==> config.mk <==
export PLATFORM = sky130hd
export DESIGN_NAME = mmcm_ps_arbiter_flat
export DESIGN_NICKNAME = d
export VERILOG_FILES = /design/src/rtl/mmcm_ps_arbiter_if.sv /design/src/rtl/mmcm_ps_arbiter.sv /design/src/flat_wrapper.sv
export SDC_FILE = /design/constraint.sdc
export NUM_CORES = 1
export LEC_CHECK = 0
export ABC_AREA = 0
export CAP_MARGIN = 20
export CORE_UTILIZATION = 40
export CTS_BUF_LIST = sky130_fd_sc_hd__clkbuf_4 sky130_fd_sc_hd__clkbuf_8 sky130_fd_sc_hd__clkbuf_16
export DETAILED_ROUTE_END_ITERATION = 10
export PLACE_DENSITY = 0.7
export SLEW_MARGIN = 5
export SYNTH_ARGS = -nofsm -noshare
export SYNTH_HDL_FRONTEND = slang
export SYNTH_SLANG_ARGS = --single-unit
==> constraint.sdc <==
create_clock -name clk_usb -period 5.3 [get_ports clk_usb]
set_clock_uncertainty 0.05 [all_clocks]
set_input_delay 1.06 -clock clk_usb [delete_from_list [all_inputs] [get_ports clk_usb]]
set_output_delay 1.06 -clock clk_usb [all_outputs]
set_load 0.02 [all_outputs]
==> src/rtl/mmcm_ps_arbiter_if.sv <==
// mmcm_ps_arbiter_if: requester bundle plus the shared
// phase-shift controller port of the arbiter.
interface mmcm_ps_arbiter_if #(
  parameter int pNUM_REQ = 3
);
  logic [16*pNUM_REQ-1:0] I_req_index;
  logic [pNUM_REQ-1:0]    I_req_load;
  logic [pNUM_REQ-1:0]    O_req_done;
  logic [pNUM_REQ-1:0]    O_req_pending;
  logic                   O_busy;
  logic                   O_error;
  logic                   I_clear_error;
  logic [15:0]            O_ps_step_index;
  logic                   O_ps_load;
  logic                   I_ps_done;

  modport master (
    output I_req_index, I_req_load, I_clear_error, I_ps_done,
    input  O_req_done, O_req_pending, O_busy, O_error,
    input  O_ps_step_index, O_ps_load
  );

  modport slave (
    input  I_req_index, I_req_load, I_clear_error, I_ps_done,
    output O_req_done, O_req_pending, O_busy, O_error,
    output O_ps_step_index, O_ps_load
  );
endinterface

==> src/rtl/mmcm_ps_arbiter.sv <==
// mmcm_ps_arbiter: round-robin sharing of one MMCM phase-shift
// step controller between pNUM_REQ requesters, with watchdog.
module mmcm_ps_arbiter #(
  parameter int pNUM_REQ = 3,
  parameter int pTIMEOUT = 1000000
) (
  input  logic              clk_usb,
  input  logic              reset_n,
  mmcm_ps_arbiter_if.slave  bus
);
  localparam int GW = $clog2(pNUM_REQ);
  localparam logic [31:0] LIM =
    (pTIMEOUT == 0) ? 32'd0 : 32'(pTIMEOUT - 1);

  typedef enum logic [1:0] {
    IDLE, WAIT, DONE, HALT
  } state_t;

  state_t state, state_n;

  logic [pNUM_REQ-1:0][15:0] target;
  logic [pNUM_REQ-1:0]       pending;
  logic [pNUM_REQ-1:0]       grant_oh;
  logic [pNUM_REQ-1:0]       cur_oh;
  logic [pNUM_REQ-1:0]       clr;
  logic [GW-1:0]             last_grant;
  logic [GW-1:0]             grant;
  logic [GW-1:0]             cur;
  logic [31:0]               wd_cnt;
  logic                      grant_vld;
  logic                      do_grant;
  logic                      expire;
  int                        cand;

  // Descending scan so the nearest requester after last_grant wins.
  always_comb begin
    grant     = last_grant;
    grant_vld = 1'b0;
    cand      = 0;
    for (int i = pNUM_REQ; i >= 1; i--) begin
      cand = (int'(last_grant) + i) % pNUM_REQ;
      if (pending[GW'(cand)]) begin
        grant     = GW'(cand);
        grant_vld = 1'b1;
      end
    end
  end

  always_comb begin
    grant_oh        = '0;
    grant_oh[grant] = 1'b1;
  end

  assign do_grant = (state == IDLE) && grant_vld;
  assign clr      = do_grant ? grant_oh : '0;
  assign expire   = (pTIMEOUT != 0) && (wd_cnt == LIM);

  always_ff @(posedge clk_usb or negedge reset_n) begin
    if (!reset_n) state <= IDLE;
    else          state <= state_n;
  end

  always_comb begin
    state_n = state;
    unique case (state)
      IDLE: if (grant_vld) state_n = WAIT;
      WAIT: begin
        if (bus.I_ps_done)  state_n = DONE;
        else if (expire)    state_n = HALT;
      end
      DONE: state_n = IDLE;
      HALT: if (bus.I_clear_error) state_n = IDLE;
      default: state_n = IDLE;
    endcase
  end

  always_ff @(posedge clk_usb or negedge reset_n) begin
    if (!reset_n) begin
      target              <= '0;
      pending             <= '0;
      last_grant          <= GW'(pNUM_REQ - 1);
      cur                 <= '0;
      cur_oh              <= '0;
      wd_cnt              <= '0;
      bus.O_ps_step_index <= '0;
      bus.O_ps_load       <= 1'b0;
      bus.O_req_done      <= '0;
      bus.O_busy          <= 1'b0;
      bus.O_error         <= 1'b0;
    end else begin
      for (int k = 0; k < pNUM_REQ; k++) begin
        if (bus.I_req_load[k])
          target[k] <= bus.I_req_index[16*k +: 16];
      end
      // a load landing on the grant cycle keeps its pending bit
      pending        <= (pending & ~clr) | bus.I_req_load;
      bus.O_ps_load  <= do_grant;
      bus.O_req_done <= '0;
      bus.O_busy     <= (state_n == WAIT) || (state_n == HALT);
      if (do_grant) begin
        bus.O_ps_step_index <= target[grant];
        cur                 <= grant;
        cur_oh              <= grant_oh;
        wd_cnt              <= '0;
      end else if (state == WAIT && wd_cnt != '1) begin
        wd_cnt <= wd_cnt + 32'd1;
      end
      if (state == WAIT && bus.I_ps_done)
        bus.O_req_done <= cur_oh;
      if (state == DONE)
        last_grant <= cur;
      if (state == WAIT && !bus.I_ps_done && expire)
        bus.O_error <= 1'b1;
      else if (bus.I_clear_error)
        bus.O_error <= 1'b0;
    end
  end

  assign bus.O_req_pending = pending;

endmodule
==> src/flat_wrapper.sv <==
// flat-port wrapper written by rule: the top's interface ports become plain ports
module mmcm_ps_arbiter_flat 
#(
  parameter int pNUM_REQ = 3,
  parameter int pTIMEOUT = 1000000
)
  (clk_usb, reset_n, bus_I_req_index, bus_I_req_load, bus_I_clear_error, bus_I_ps_done, bus_O_req_done, bus_O_req_pending, bus_O_busy, bus_O_error, bus_O_ps_step_index, bus_O_ps_load);
  mmcm_ps_arbiter_if #(.pNUM_REQ(pNUM_REQ)) bus_i ();
  input  logic clk_usb;
  input  logic reset_n;
  input wire logic [$bits(bus_i.I_req_index)-1:0] bus_I_req_index;
  input wire logic [$bits(bus_i.I_req_load)-1:0] bus_I_req_load;
  input wire logic [$bits(bus_i.I_clear_error)-1:0] bus_I_clear_error;
  input wire logic [$bits(bus_i.I_ps_done)-1:0] bus_I_ps_done;
  output wire logic [$bits(bus_i.O_req_done)-1:0] bus_O_req_done;
  output wire logic [$bits(bus_i.O_req_pending)-1:0] bus_O_req_pending;
  output wire logic [$bits(bus_i.O_busy)-1:0] bus_O_busy;
  output wire logic [$bits(bus_i.O_error)-1:0] bus_O_error;
  output wire logic [$bits(bus_i.O_ps_step_index)-1:0] bus_O_ps_step_index;
  output wire logic [$bits(bus_i.O_ps_load)-1:0] bus_O_ps_load;
  assign bus_i.I_req_index = bus_I_req_index;
  assign bus_i.I_req_load = bus_I_req_load;
  assign bus_i.I_clear_error = bus_I_clear_error;
  assign bus_i.I_ps_done = bus_I_ps_done;
  assign bus_O_req_done = bus_i.O_req_done;
  assign bus_O_req_pending = bus_i.O_req_pending;
  assign bus_O_busy = bus_i.O_busy;
  assign bus_O_error = bus_i.O_error;
  assign bus_O_ps_step_index = bus_i.O_ps_step_index;
  assign bus_O_ps_load = bus_i.O_ps_load;
  mmcm_ps_arbiter #(.pNUM_REQ(pNUM_REQ), .pTIMEOUT(pTIMEOUT)) u_core (.clk_usb(clk_usb), .reset_n(reset_n), .bus(bus_i));
endmodule
==> results.md, run 1 <==
- Starting Density: 40.9%
- Final hold violations: 0
- Final WL: between 10 and 15 mm
- Fillers: ~1200
- DRC viols: 0
- WHS Path Cells: 2
- ANT nets after route: 0
- # clock sinks: ~110
- EDFF count, synth: 0
- Max FO, Critical Path: 21
- Most frequent cells after synthesis: 113 x dfrtp_1, 54 x nand2_1, 35 x nor2_1
- VDD IR-drop max: 0.350 mV
- Leak pwr: between 3 and 4 nW
- TritonCTS clock tree: done
- Post-synthesis instance area: about 0.0054 mm²
- Async set-reset flop share out of synthesis: 100%
- Tightest Pin Transition: between 1 and 1.5 ns
- Share of post-route cells with drive strength above 1: 18.3%
- Tot Pwr: around 3.8 mW
- Setup slack, reg-to-reg: between 2 and 2.5 ns
- Syn_area_per_cell: 11.1 µm²
- Grt ovf: 0
- Postcts setup bufs: 0
- Number of detailed-route iterations in the first pass: 4
- Initial antenna violation count: 0
- Non-filler instance count after layout: between 700 and 800
- Status: completed
- Register area share after synthesis: between 50% and 60%
- Worst hold start: u_core.cur[1]
- Rows: 42
- Gr usage total: between 10% and 20%
- Via count: 3957
- Cells after DPL: 721
- Worst hold path type: reg2reg
- Startpoint types: flip-flop
- Cell count of the worst reg-to-reg path: 9
- DIE HEIGHT: around 120 µm
- Crit end category: flip-flop
- R2r endpoint: u_core.bus.O_req_pending[0]
- Die Area: around 0.014 mm²
- Chip width: between 100 and 150 µm
- Dominant cell by count in the synthesized netlist: dfrtp_1
- Mapped Cells: a little under 500
- Post-synth net total: 545
- Post-synth top flop: dfrtp_1
- Final Cycle Share: ~57%
- Gp weighted congestion: between 0.8 and 0.9
- WP data arrival: between 3 and 4 ns
- Register bit count reported by yosys: between 100 and 150
- Worst endpoint required time: about 5.6 ns
- Hold Path Sink: u_core.cur[1]
- Initial DRC Count: 219
- Top cell type's share of synthesized area: 52.3%
- PwrDens: ~540 mW/mm²
- Vias/cell: about 5.2
- Final setup fails: 0
- Hold Buf Count CTS: 0
- Slew headroom: 32.6%
- Max-cap viol count: 0
- Routed len/inst: 15.8 µm
- Largest net degree at the start of global routing: 86
- IO Port Bufs: slightly below 80
- Final setup TNS: 0 ns
- Htree depth: 4
- Core Area: 0.0132 mm²
- Post-synth top area cell: dfrtp_1
- Number of global-route vias before repair: 4174
- Antenna cells: 0
- Final Max Tran Viols: 0
- Hpwl dp: between 7 and 8 mm
- Unrepaired setup endpoints after global routing: no
- Synth cell types: 62
- Setup Crit Path Kind: reg2reg
- Highest Clock Rate: between 300 and 400 MHz
- Reg2reg start: u_core.last_grant[1]
- Post-cts sizing count: 0
- Yosys warning count: 0
- Synth-to-Final Area Change: 30.6%
- Layout Nets: about 630
- I/O Pins: 80
- Clock buffer count from CTS: 17
- CTS Root Cell: clkbuf_16
- Worst-Skew Late Latency: 0.42 ns
- Minimum clock period: roughly 3.0 ns
- Reg clk slew, reported paths: 0.05 ns
- Top cells by area in the synthesized netlist: dfrtp_1 52%, mux2_2 6.9%, o221ai_2 4.4%
- Global-route wire length before repair: 20.3 mm
- Clock buffer depth: 2
==> worst max path at each step <==
stage,startpoint,endpoint,slack [ns]
final,u_core.last_grant[1],u_core.bus.O_req_pending[0],2.27
after global routing,u_core.last_grant[1],u_core.bus.O_ps_step_index[0],2.12
after CTS,u_core.last_grant[1],u_core.bus.O_ps_step_index[0],1.64
after detailed placement,u_core.last_grant[1],u_core.bus.O_ps_step_index[3],1.69
after global placement,u_core.last_grant[1],u_core.bus.O_req_pending[0],1.81
after floorplan,bus_I_req_load[0],u_core.target[0],3.08
==> state kept, by name, summed over array words and instances, names as in the netlist <==
| register | cells |
|---|---|
| u_core.target | 48 |
| u_core.wd_cnt | 32 |
| u_core.bus.O_ps_step_index | 16 |
| u_core.bus.O_req_done | 3 |
| u_core.bus.O_req_pending | 3 |
| u_core.cur_oh | 3 |
| u_core.cur | 2 |
| u_core.last_grant | 2 |
| u_core.state | 2 |
| u_core.bus.O_busy | 1 |
| u_core.bus.O_error | 1 |
| u_core.bus.O_ps_load | 1 |
==> worst max-delay path, stage by stage, from the launching register on <==
cell      delay (ns)
dfstp_2         0.55
ha_1            0.35
maj3_2          0.36
a21oi_2         0.17
o211ai_2        0.19
buf_8           0.22
a211o_1         0.44
buf_16          0.25
nand2b_4        0.14
a21o_1          0.18
==> metal layers <==
layer,GRT usage (%),vias to the layer above,routed length [µm]
li1,-,1890,-
met1,22.8,1950,5230
met3,7.09,18,678
met2,29.5,99,5840
met5,0,-,0
met4,6.81,0,180
==> kinds of logic (layout without fill, tap and decap cells) <==
family | Yosys count | in the layout | synth area share (%)
AOI/OAI and AO/OA | 79 | 79 | 11.7
xor gates and xnor gates | 25 | 25 | 4.05
adders and majority gates | 4 | 4 | 0.902
muxes | 51 | 51 | 10.2
and+or+nand+nor | 169 | 169 | 16.6
DFF | 114 | 114 | 52.8
buffers and inverters | 45 | 138 | 3.72
==> layout make-up <==
| class | instances | area, µm² | area share (%) |
|---|---|---|---|
| inverter | 22 | 82.6 | 1.17 |
| sequential | 114 | 2850 | 40.4 |
| tap | 176 | 220 | 3.12 |
| clock buffer | 17 | 425 | 6.02 |
| timing repair buffer | 84 | 873 | 12.4 |
| multi-input combinational | 328 | 2350 | 33.3 |
| clock inverter | 15 | 254 | 3.60 |
==> power by group <==
group          leakage [nW]  switching [mW]  internal, mW
Clock                 0.322           0.426         0.887
Combinational          1.35           0.735         0.588
Sequential             1.43           0.132          1.03
==> stage by stage <==
stage / hold WS (ns) / instance area (µm²) / setup slack (ns) / utilization (%)
finish: 0.436 / 7060 / 2.27 / 53.3
global route: 0.454 / 7060 / 2.12 / 53.3
CTS: 0.440 / 6990 / 1.64 / 52.8
detailed placement: 0.427 / 6310 / 1.69 / 47.7
global placement: 0.416 / 6310 / 1.81 / 47.7
floorplan: 0.388 / 5410 / 3.08 / -
==> cells in the final DEF (no fill, tap or decap), types with 2 or more instances in the layout <==
cell             synthesis  layout
o2111ai_1                2       2
nand3_1                 18      18
mux2i_1                 18      18
a31oi_1                  4       4
o221ai_2                16      16
o21ai_1                  6       6
mux2_2                  33      33
inv_6                    0       2
nor3_1                   5       5
nand4_1                 12      12
a21o_1                   3       3
inv_1                   21      21
clkdlybuf4s50_1          0      78
dfrtp_1                113     113
clkinv_4                 0       2
and2_2                   2       2
nor2b_1                  7       7
bufinv_16                0       6
clkinvlp_4               0       3
o21a_1                   2       2
nor4b_1                  2       2
a21oi_1                  3       3
buf_4                    1       3
ha_1                     3       3
nand3_2                  2       2
and3_1                   9       9
o22ai_1                  3       3
xnor2_1                  4       4
clkbuf_16                0      17
nor4_1                   5       5
xor2_1                  21      21
nand2b_1                 2       2
nor2_1                  35      35
buf_16                   0       2
o211ai_1                 4       4
nand2_1                 54      54
o21ai_0                 26      26
(Power assumes the default switching activity.)
==> inputs of run 2 (changes only) <==
==> constraint.sdc (replaced) <==
create_clock -name clk_usb -period 2.85 [get_ports clk_usb]
set_clock_uncertainty 0.05 [all_clocks]
set_input_delay 0.57 -clock clk_usb [delete_from_list [all_inputs] [get_ports clk_usb]]
set_output_delay 0.57 -clock clk_usb [all_outputs]
set_load 0.02 [all_outputs]
==> run 2 against run 1 <==
Cell area decreased by 0.83%; total power increased by 78%; clock power increased by 65%; worst hold slack got worse by 0.35 ns; fmax increased by 19%; non-clock buffer count increased by 6; flip-flop and latch count unchanged; critical path depth decreased by 1; global-route usage increased by 0.17 points; critical path type unchanged; highest routed layer unchanged.
==> results.md, run 2 (same netlist as run 1, synthesis figures left out) <==
- WP data arrival: 2.81 ns (-0.46 ns)
- ANT nets after route: 0 (unchanged)
- Worst-Skew Late Latency: 0.41 ns (about the same)
- Setup slack, reg-to-reg: 0.30 ns (-1.98 ns)
- Largest regs: u_core.target: 48 flops, u_core.wd_cnt: 32 flops, u_core.bus.O_ps_step_index: 16 flops
- Vias/cell: 5.14 (-1.7%)
- Largest stage delay on the critical path: 0.56 ns (about the same)
- Number of global-route vias before repair: 4105 (-1.7%)
- Rows: 42 (unchanged)
- Routed len/inst: 15.6 µm (-1.0%)
- Worst endpoint required time: 3.10 ns (-2.45 ns)
- TritonCTS clock tree: done
- Final Max Tran Viols: 0 (unchanged)
- Grt ovf: 0 (unchanged)
- Final Util: 52.9% (-0.44 points)
- Layout Nets: 631 (+0.96%)
- R2r endpoint: u_core.bus.O_req_pending[1]
- Combinational power share: 35.9% (+1.1 points)
- Postcts setup bufs: 0 (unchanged)
- Starting Density: 40.9% (unchanged)
- Cell internal pwr: 4.42 mW (+76%)
- Post-cts sizing count: 0 (unchanged)
- Max FO, Critical Path: 17 (-19%)
- Unrepaired setup endpoints after global routing: no
- Final hold violations: 0 (unchanged)
- Final worst setup slack: 0.296 ns (-1.98 ns)
- Hold Buf Count CTS: 0 (unchanged)
- DIE HEIGHT: 118 µm (unchanged)
- PwrDens: 967 mW/mm² (+80%)
- Core Area: 0.0132 mm² (unchanged)
- Crit-path slowest cell: dfstp_2
- IO Port Bufs: 79 (unchanged)
- Via count: 3919 (-0.96%)
- Share of post-route cells with drive strength above 1: 19.1% (+0.84 points)
- Max reg flops: 48 (unchanged)
- Hpwl dp: 8.24 mm (+4.6%)
- Final setup TNS: 0 ns (unchanged)
- Final setup fails: 0 (unchanged)
- Biggest register: u_core.target
- Initial DRC Count: 262 (+20%)
- VDD IR-drop max: 0.516 mV (+48%)
- Setup Crit Path Kind: reg2reg
- Gp weighted congestion: 0.825 (+0.68%)
- Fillers: 1147 (-1.5%)
- Status: completed
- Gr usage total: 18.7% (+0.17 points)
- Synth-to-Final Area Change: 29.5%
- Leak pwr: 3.09 nW (-0.24%)
- Minimum clock period: 2.55 ns (-0.475 ns)
- Psw: 2.35 mW (+82%)
- Reg clk slew, reported paths: 0.06 ns (about the same)
- Htree depth: 4 (unchanged)
- Clk network pwr share: 32.0% (-2.5 points)
- Post-place setup slack: 0.316 ns (-1.37 ns)
- Reg2reg start: u_core.last_grant[1]
- Sequential power share: 32.1% (+1.4 points)
- Number of detailed-route iterations in the first pass: 5 (+1)
- Highest Clock Rate: 392 MHz (+19%)
- Final hold slack: 0.0873 ns (-0.349 ns)
- # clock sinks: 114 (unchanged)
- Clock buffer depth: 2 (unchanged)
- Tightest Pin Transition: 0.636 ns (-0.372 ns)
- Crit end category: flip-flop
- Critical path endpoint: u_core.bus.O_req_pending[1]
- Initial antenna violation count: 0 (unchanged)
- Largest net degree at the start of global routing: 54 (-37%)
- Global-route wire length before repair: 20.4 mm (+0.58%)
- Final Cycle Share: 89.6% (+32 points)
- CP cell instances: ha_1, maj3_2, a21oi_2, o211ai_2, buf_4, inv_2, nand2_2, a21o_1
- Final WL: 11.9 mm (-0.25%)
- I/O Pins: 80 (unchanged)
- Worst hold path type: in2async
- Startpoint types: flip-flop
- Die Area: 0.0140 mm² (unchanged)
- Max-cap viol count: 0 (unchanged)
- Most frequent cells in the layout: 113 x dfrtp_1, 78 x clkdlybuf4s50_1, 54 x nand2_1, 35 x nor2_1, 33 x mux2_2
- Clock buffer count from CTS: 17 (unchanged)
- Slew headroom: 57.2% (+25 points)
- Cell count of the worst reg-to-reg path: 8 (-1)
- CP Launch Point: u_core.last_grant[1]
- CTS Root Cell: clkbuf_16
- DRC viols: 0 (unchanged)
- Chip width: 118 µm (unchanged)
- Most common cell after layout, fill and taps aside: dfrtp_1
- Switching Share: 34.7% (+0.73 points)
- Antenna cells: 0 (unchanged)
-- run 2: worst min-delay path by stage --
stage,from,end,depth (start not counted)
5_1_grt,reset_n,u_core.wd_cnt[15],1
6_report,reset_n,u_core.wd_cnt[15],1
4_1_cts,reset_n,u_core.last_grant[0],1
3_3_place_gp,u_core.wd_cnt[5],u_core.wd_cnt[5],1
3_5_place_dp,u_core.wd_cnt[5],u_core.wd_cnt[5],1
2_1_floorplan,reset_n,u_core.bus.O_busy,0
-- run 2: power by group through the flow --
stage / clock [mW] / sequential (mW) / combinational [mW]
2_1_floorplan: 0 / 2.26 / 1.59
3_3_place_gp: 0 / 2.19 / 2.39
3_5_place_dp: 0 / 2.19 / 2.46
4_1_cts: 2.21 / 2.17 / 2.46
5_1_grt: 2.29 / 2.21 / 2.64
6_report: 2.16 / 2.17 / 2.43
-- run 2: stage by stage --
stage | area, µm² | instances | power [mW]
floorplan | 5410 | 487 | 3.85
global placement | 6390 | 730 | 4.58
detailed placement | 6390 | 730 | 4.65
CTS | 7010 | 762 | 6.84
global route | 7010 | 762 | 7.13
finish | 7010 | 762 | 6.77
-- run 2: per-layer routing --
metal  global-route usage, %  share of wire, %  vias to the layer above
met3                    5.65               4.1                       11
met2                    30.0                49                       90
met5                       0                 0                        -
met1                    23.6                45                     1913
met4                    7.37               1.3                        0
li1                        -                 -                     1905
-- run 2: worst max-delay path, delay by kind of cell (launching register included) --
kind / cells / cell delay, ns
compound gates: 3 / 0.57
fa+ha+maj: 2 / 0.72
buf+inv: 2 / 0.24
flops: 1 / 0.56
simple gates: 1 / 0.29
-- run 2: area by class of cell --
cell class | count | area (µm²) | area share, %
clock inverter | 12 | 156 | 2.23
sequential | 114 | 2850 | 40.7
multi-input combinational | 328 | 2350 | 33.6
tap | 176 | 220 | 3.14
timing repair buffer | 90 | 883 | 12.6
inverter | 22 | 82.6 | 1.18
clock buffer | 20 | 454 | 6.48
==> inputs of run 3 (changes only) <==
--- a/config.mk
+++ b/config.mk
@@ -9,6 +9,7 @@
 export CAP_MARGIN = 20
 export CORE_UTILIZATION = 40
 export CTS_BUF_LIST = sky130_fd_sc_hd__clkbuf_4 sky130_fd_sc_hd__clkbuf_8 sky130_fd_sc_hd__clkbuf_16
+export CTS_CLUSTER_DIAMETER = 80
 export DETAILED_ROUTE_END_ITERATION = 10
 export PLACE_DENSITY = 0.7
 export SLEW_MARGIN = 5
==> results of run 3 <==
No change in the layout: final DEF, timing and power equal those of run 2.
